<file path="config.mk">
export PLATFORM = sky130hd
export DESIGN_NAME = bht_rmw_ctrl
export DESIGN_NICKNAME = d
export VERILOG_FILES = /design/src/rtl/bht_rmw_ctrl.sv
export SDC_FILE = /design/constraint.sdc
export NUM_CORES = 1
export LEC_CHECK = 0
export ABC_AREA = 1
export CAP_MARGIN = 10
export CORE_ASPECT_RATIO = 2
export CORE_MARGIN = 1.5
export CORE_UTILIZATION = 40
export CTS_CLUSTER_DIAMETER = 150
export CTS_CLUSTER_SIZE = 14
export DETAILED_ROUTE_END_ITERATION = 8
export PLACE_DENSITY = 0.62
export SLEW_MARGIN = 20
export SYNTH_ARGS = -nofsm -noshare
export SYNTH_HDL_FRONTEND = slang
export SYNTH_SLANG_ARGS = --single-unit
</file>
<file path="constraint.sdc">
create_clock -name clk -period 2.44 [get_ports clk]
set_clock_uncertainty 0.15 [all_clocks]
set_input_delay 0.244 -clock clk [delete_from_list [all_inputs] [get_ports clk]]
set_output_delay 0.244 -clock clk [all_outputs]
set_load 0.05 [all_outputs]
</file>
<file path="src/rtl/bht_rmw_ctrl.sv">
// Branch-history-table updater: queues resolved branches and applies saturating
// read-modify-write to a counter RAM. Define BHT_CLEAR_EN to add the table-clear sweep.
module bht_rmw_ctrl #(
   parameter int CTRWIDTH  = 2,
   parameter int LOGINDEX  = 8,
   parameter int LOGQ      = 2,
   parameter int INITVALUE = 1
) (
   input  logic                clk,
   input  logic                reset,
   input  logic                upd_valid_in,
   output logic                upd_ready_out,
   input  logic [LOGINDEX-1:0] upd_index_in,
   input  logic                upd_taken_in,
   output logic [LOGINDEX-1:0] ram_index_out,
   input  logic [CTRWIDTH-1:0] ram_data_in,
   output logic [CTRWIDTH-1:0] ram_data_out,
   output logic                ram_we_out,
   output logic                busy_out
`ifdef BHT_CLEAR_EN
   ,
   input  logic                clear_in
`endif
);

   localparam int QDEPTH = 1 << LOGQ;

`ifdef BHT_CLEAR_EN
   typedef enum logic [1:0] {S_IDLE, S_RD, S_WR, S_CLR} state_t;
`else
   typedef enum logic [1:0] {S_IDLE, S_RD, S_WR} state_t;
`endif

   state_t               r_state, w_nxt;
   logic [LOGINDEX-1:0]  r_q_idx [QDEPTH];
   logic                 r_q_tkn [QDEPTH];
   logic [LOGQ-1:0]      r_wptr, r_rptr;
   logic [LOGQ:0]        r_cnt;
   logic [CTRWIDTH-1:0]  r_ctr;
   logic                 w_full, w_empty, w_push, w_pop, w_flush;
   logic [LOGINDEX-1:0]  w_head_idx;
   logic                 w_head_tkn;

   function automatic logic [CTRWIDTH-1:0] f_sat(input logic [CTRWIDTH-1:0] c, input logic t);
      if (t) return (&c) ? c : c + CTRWIDTH'(1);
      else   return (c == '0) ? c : c - CTRWIDTH'(1);
   endfunction

   assign w_full     = (r_cnt == (LOGQ+1)'(QDEPTH));
   assign w_empty    = (r_cnt == '0);
   assign w_push     = upd_valid_in && upd_ready_out;
   assign w_head_idx = r_q_idx[r_rptr];
   assign w_head_tkn = r_q_tkn[r_rptr];

`ifdef BHT_CLEAR_EN
   logic                r_clr_pend;
   logic [LOGINDEX-1:0] r_clr_idx;

   assign upd_ready_out = !w_full && !r_clr_pend && (r_state != S_CLR);
   assign busy_out      = !w_empty || (r_state != S_IDLE) || r_clr_pend;

   // A clear request arriving while the sweep runs is dropped, not re-queued.
   always_ff @(posedge clk or posedge reset) begin
      if (reset) begin
         r_clr_pend <= 1'b0;
         r_clr_idx  <= '0;
      end else begin
         if (w_nxt == S_CLR && r_state != S_CLR) r_clr_pend <= 1'b0;
         else if (clear_in && r_state != S_CLR)  r_clr_pend <= 1'b1;
         r_clr_idx <= (r_state == S_CLR) ? r_clr_idx + LOGINDEX'(1) : '0;
      end
   end
`else
   assign upd_ready_out = !w_full;
   assign busy_out      = !w_empty || (r_state != S_IDLE);
`endif

   always_comb begin
      w_nxt         = r_state;
      w_pop         = 1'b0;
      w_flush       = 1'b0;
      ram_index_out = '0;
      ram_data_out  = '0;
      ram_we_out    = 1'b0;
      case (r_state)
         S_IDLE: begin
`ifdef BHT_CLEAR_EN
            if (r_clr_pend) begin
               w_nxt   = S_CLR;
               w_flush = 1'b1;
            end else
`endif
            if (!w_empty) w_nxt = S_RD;
         end
         S_RD: begin
            ram_index_out = w_head_idx;
            w_nxt         = S_WR;
         end
         S_WR: begin
            ram_index_out = w_head_idx;
            ram_we_out    = 1'b1;
            ram_data_out  = f_sat(r_ctr, w_head_tkn);
            w_pop         = 1'b1;
`ifdef BHT_CLEAR_EN
            if (r_clr_pend) begin
               w_nxt   = S_CLR;
               w_flush = 1'b1;
            end else
`endif
            // An entry pushed this cycle counts as "another entry" after the pop.
            w_nxt = (r_cnt > (LOGQ+1)'(1) || w_push) ? S_RD : S_IDLE;
         end
`ifdef BHT_CLEAR_EN
         S_CLR: begin
            ram_index_out = r_clr_idx;
            ram_data_out  = CTRWIDTH'(INITVALUE);
            ram_we_out    = 1'b1;
            if (&r_clr_idx) w_nxt = S_IDLE;
         end
`endif
         default: w_nxt = S_IDLE;
      endcase
   end

   always_ff @(posedge clk or posedge reset) begin
      if (reset) begin
         r_state <= S_IDLE;
         r_wptr  <= '0;
         r_rptr  <= '0;
         r_cnt   <= '0;
         r_ctr   <= '0;
      end else begin
         r_state <= w_nxt;
         if (r_state == S_RD) r_ctr <= ram_data_in;
         if (w_flush) begin
            r_wptr <= '0;
            r_rptr <= '0;
            r_cnt  <= '0;
         end else begin
            if (w_push) r_wptr <= r_wptr + LOGQ'(1);
            if (w_pop)  r_rptr <= r_rptr + LOGQ'(1);
            r_cnt <= r_cnt + (LOGQ+1)'(w_push) - (LOGQ+1)'(w_pop);
         end
      end
   end

   always_ff @(posedge clk) begin
      if (w_push) begin
         r_q_idx[r_wptr] <= upd_index_in;
         r_q_tkn[r_wptr] <= upd_taken_in;
      end
   end

endmodule
</file>
==> results.py <==
metrics = {
    "run_status": {
        "outcome": "finished, final reports clean",
    },
    "sta": {
        "relSlewSlack_pct": 66.9,
        "tightest_slew_ns": 0.494,
        "fin_tns_setup_ns": 0,
        "report.final.slew_viol_count": 0,
        "period_needed_ns": 2.22,
        "fin_ws_ns": 0.219,
        "hold_slack_ns": 0.103,
        "fmax_mhz": 450,
        "rsz0062_at_grt": "false",
        "hold_violations": 0,
        "finalCritPeriodShare_pct": 91.0,
        "finalSetupViolCount": 0,
    },
    "cts": {
        "cts_inserted_buffers": 5,
        "htreeDepth": 2,
        "clockBufferDepth": 2,
        "clk_latency_ns": 0.28,
        "post-cts-setup-buffers": 0,
        "clockRootBuffer": "clkbuf_8",
        "cts_tree": "done",
        "cts-hold-fix-buffers": 0,
        "clkTransAtPathRegs_ns": 0.08,
        "cts_sinks": 47,
    },
    "synth": {
        "synth-warning-count": 0,
        "synthCells": 182,
        "avgSynthCellArea_um2": 11.6,
        "synth_cell_types": 20,
        "synth_area_um2": 2100,
        "synthesis.nets": 209,
        "synth_seq_cells": 47,
        "yosysSeqAreaShare_pct": 64.5,
    },
    "global_routing": {
        "grtUsageMet1_pct": 14.2,
        "use_met2_pct": 25.8,
        "use_met3_pct": 1.84,
        "grtUsageTotal_pct": 14.3,
        "antenna_found_initial": 0,
        "grt_pass1_wl_um": 5830,
        "grt_overflow": 0,
        "grt_most_used_layer": "met2",
        "grt_pass1_vias": 1355,
        "grt_max_degree": 19,
    },
    "floorplan": {
        "rows": 37,
        "initial_utilization_pct": 41.3,
        "die_area_um2": 5730,
        "die_w_um": 54.3,
        "fp.dieH_um": 106,
        "coreArea_um2": 5090,
        "io_pins": 27,
    },
    "routing": {
        "wl_per_cell_um": 12.7,
        "first_pass_iters": 4,
        "drc": 0,
        "dr.first_iter.drc_count": 49,
        "wl_um": 3500,
        "ant_nets": 0,
        "vias_per_cell": 4.76,
        "vias": 1309,
    },
    "power": {
        "p_clk_share_pct": 11.5,
        "power.internal_mw": 2.09,
        "seqPwrFrac_pct": 33.8,
        "p_sw_mw": 1.59,
        "peakVddDrop_uv": 955,
        "comb_power_share_pct": 54.7,
        "power.density_nw_per_um2": 1420,
        "leakage_nw": 1.05,
        "p_sw_share_pct": 43.2,
    },
    "final_layout": {
        "fin_area_um2": 2600,
        "fin_util_pct": 51.0,
        "antenna_cells": 0,
        "nets": 243,
        "nFillCells": 463,
        "final_layout_size_suffix_gt1_share_pct": 12.9,
        "synthToLayoutAreaGrowth_pct": 23.5,
    },
    "place": {
        "io_buffer_count": 26,
        "placed_area_um2": 2510,
        "dp_hpwl_um": 2580,
        "gp_congestion": 0.736,
        "post-place-ws_ns": 0.332,
    },
    "setup_path": {
        "arrival_ns": 1.83,
        "startpoint_type": "flop",
        "path_max_fanout": 18,
        "required_ns": 2.05,
        "end_kind": "primary output",
        "criticalPathCategory": "flop to primary output",
    },
    "hold_path": {
        "hold_class": "primary input to async pin",
    },
    "run": {
        "drv_cap": 0,
    },
}
[critical path, cell delays in order, from the launching register on]
cell and delay (ns):
dfrtp_1 0.56, inv_2 0.32, nand2_1 0.09, nand3_1 0.08, nand2_1 0.08, a21oi_1 0.23
buf_12 0.17
[cell usage after synthesis]
cell type / number / area [µm²]
nand3_1: 3 / 15.0
o21ai_0: 10 / 50.1
o21ai_1: 10 / 50.1
a31oi_1: 1 / 6.26
a21oi_1: 11 / 55.1
nand2_4: 1 / 11.3
mux2_2: 1 / 11.3
fa_1: 1 / 20.0
nand3_2: 1 / 10.0
xor2_1: 3 / 26.3
nand2_1: 18 / 67.6
nand4_1: 1 / 6.26
nor2_1: 38 / 143
dfrtp_1: 11 / 275
xnor2_1: 1 / 8.76
ha_1: 12 / 150
edfxtp_1: 36 / 1080
inv_1: 16 / 60.1
buf_6: 4 / 45.0
inv_2: 3 / 11.3
[through the flow]
stage          total power, mW  std cells
4_1_cts                   3.73        275
3_3_place_gp              3.28        267
3_5_place_dp              3.30        267
5_1_grt                   3.93        275
2_1_floorplan             2.53        182
6_report                  3.68        275
[worst paths after layout]
path | from | endpoint | slack [ns] | cells after the start
max | r_rptr[0] | ram_data_out[1] | 0.22 | 6
min | reset | r_cnt[1] | 0.10 | 2
max reg2reg | r_state[0] | r_cnt[2] | 0.35 | 7
min reg2reg | r_cnt[0] | r_cnt[0] | 0.42 | 1
max in group asynchronous | reset | r_wptr[1] | 1.74 | 2
min in group clk | ram_data_in[0] | r_ctr[0] | 0.37 | 3
[state kept, by name, indices dropped and copies added, names as in the netlist]
signal	count
r_state	2
r_q_tkn	4
r_q_idx	32
r_ctr	2
r_wptr	2
r_rptr	2
r_cnt	3
[cells in the final DEF, fill, tap and decap left out, types with 3 or more instances in the layout]
master and count:
a21oi_1 11, buf_12 9, buf_4 7, clkbuf_8 5, clkdlybuf4s50_1 14, dfrtp_1 11
edfxtp_1 36, ha_1 12, inv_1 16, inv_2 3, nand2_1 18, nand3_1 3
nor2_1 38, o21ai_0 10, o21ai_1 10, xor2_1 3
[cells by family (layout without fill, tap and decap cells)]
kind of cell	count (synthesis)	after routing	synth area share, %
simple gates	62	62	12.0
flops	47	47	64.5
compound gates	32	32	7.67
buf+inv	23	58	5.53
fa+ha+maj	13	13	8.09
xor+xnor	4	4	1.67
mux	1	1	0.535
[area by class of cell]
| class | instances | area, µm² | area share (%) |
|---|---|---|---|
| Sequential cell | 47 | 1360 | 52.2 |
| Multi-Input combinational cell | 112 | 631 | 24.3 |
| Inverter | 19 | 71.3 | 2.75 |
| Tap cell | 58 | 72.6 | 2.79 |
| Clock inverter | 2 | 8.76 | 0.337 |
| Clock buffer | 6 | 72.6 | 2.79 |
| Timing Repair Buffer | 31 | 385 | 14.8 |
[power groups by stage]
| stage | logic (mW) | clock network, mW | registers, mW |
|---|---|---|---|
| 5_1_grt | 2.19 | 0.465 | 1.27 |
| 3_5_place_dp | 2.03 | 0 | 1.27 |
| 6_report | 2.01 | 0.423 | 1.24 |
| 4_1_cts | 2.04 | 0.437 | 1.25 |
| 2_1_floorplan | 1.34 | 0 | 1.19 |
| 3_3_place_gp | 2.03 | 0 | 1.26 |
[repair_timing]
item,in CTS,in global routing
endpoints found under the setup margin,0,1
resized for setup,0,1
hold endpoints to repair,0,0
[layer usage]
layer	up-vias	share of wire, %
li1	674	-
met1	616	36
met2	17	61
met3	2	1.7
met4	0	0.97
met5	-	0
(Power assumes the default switching activity.)
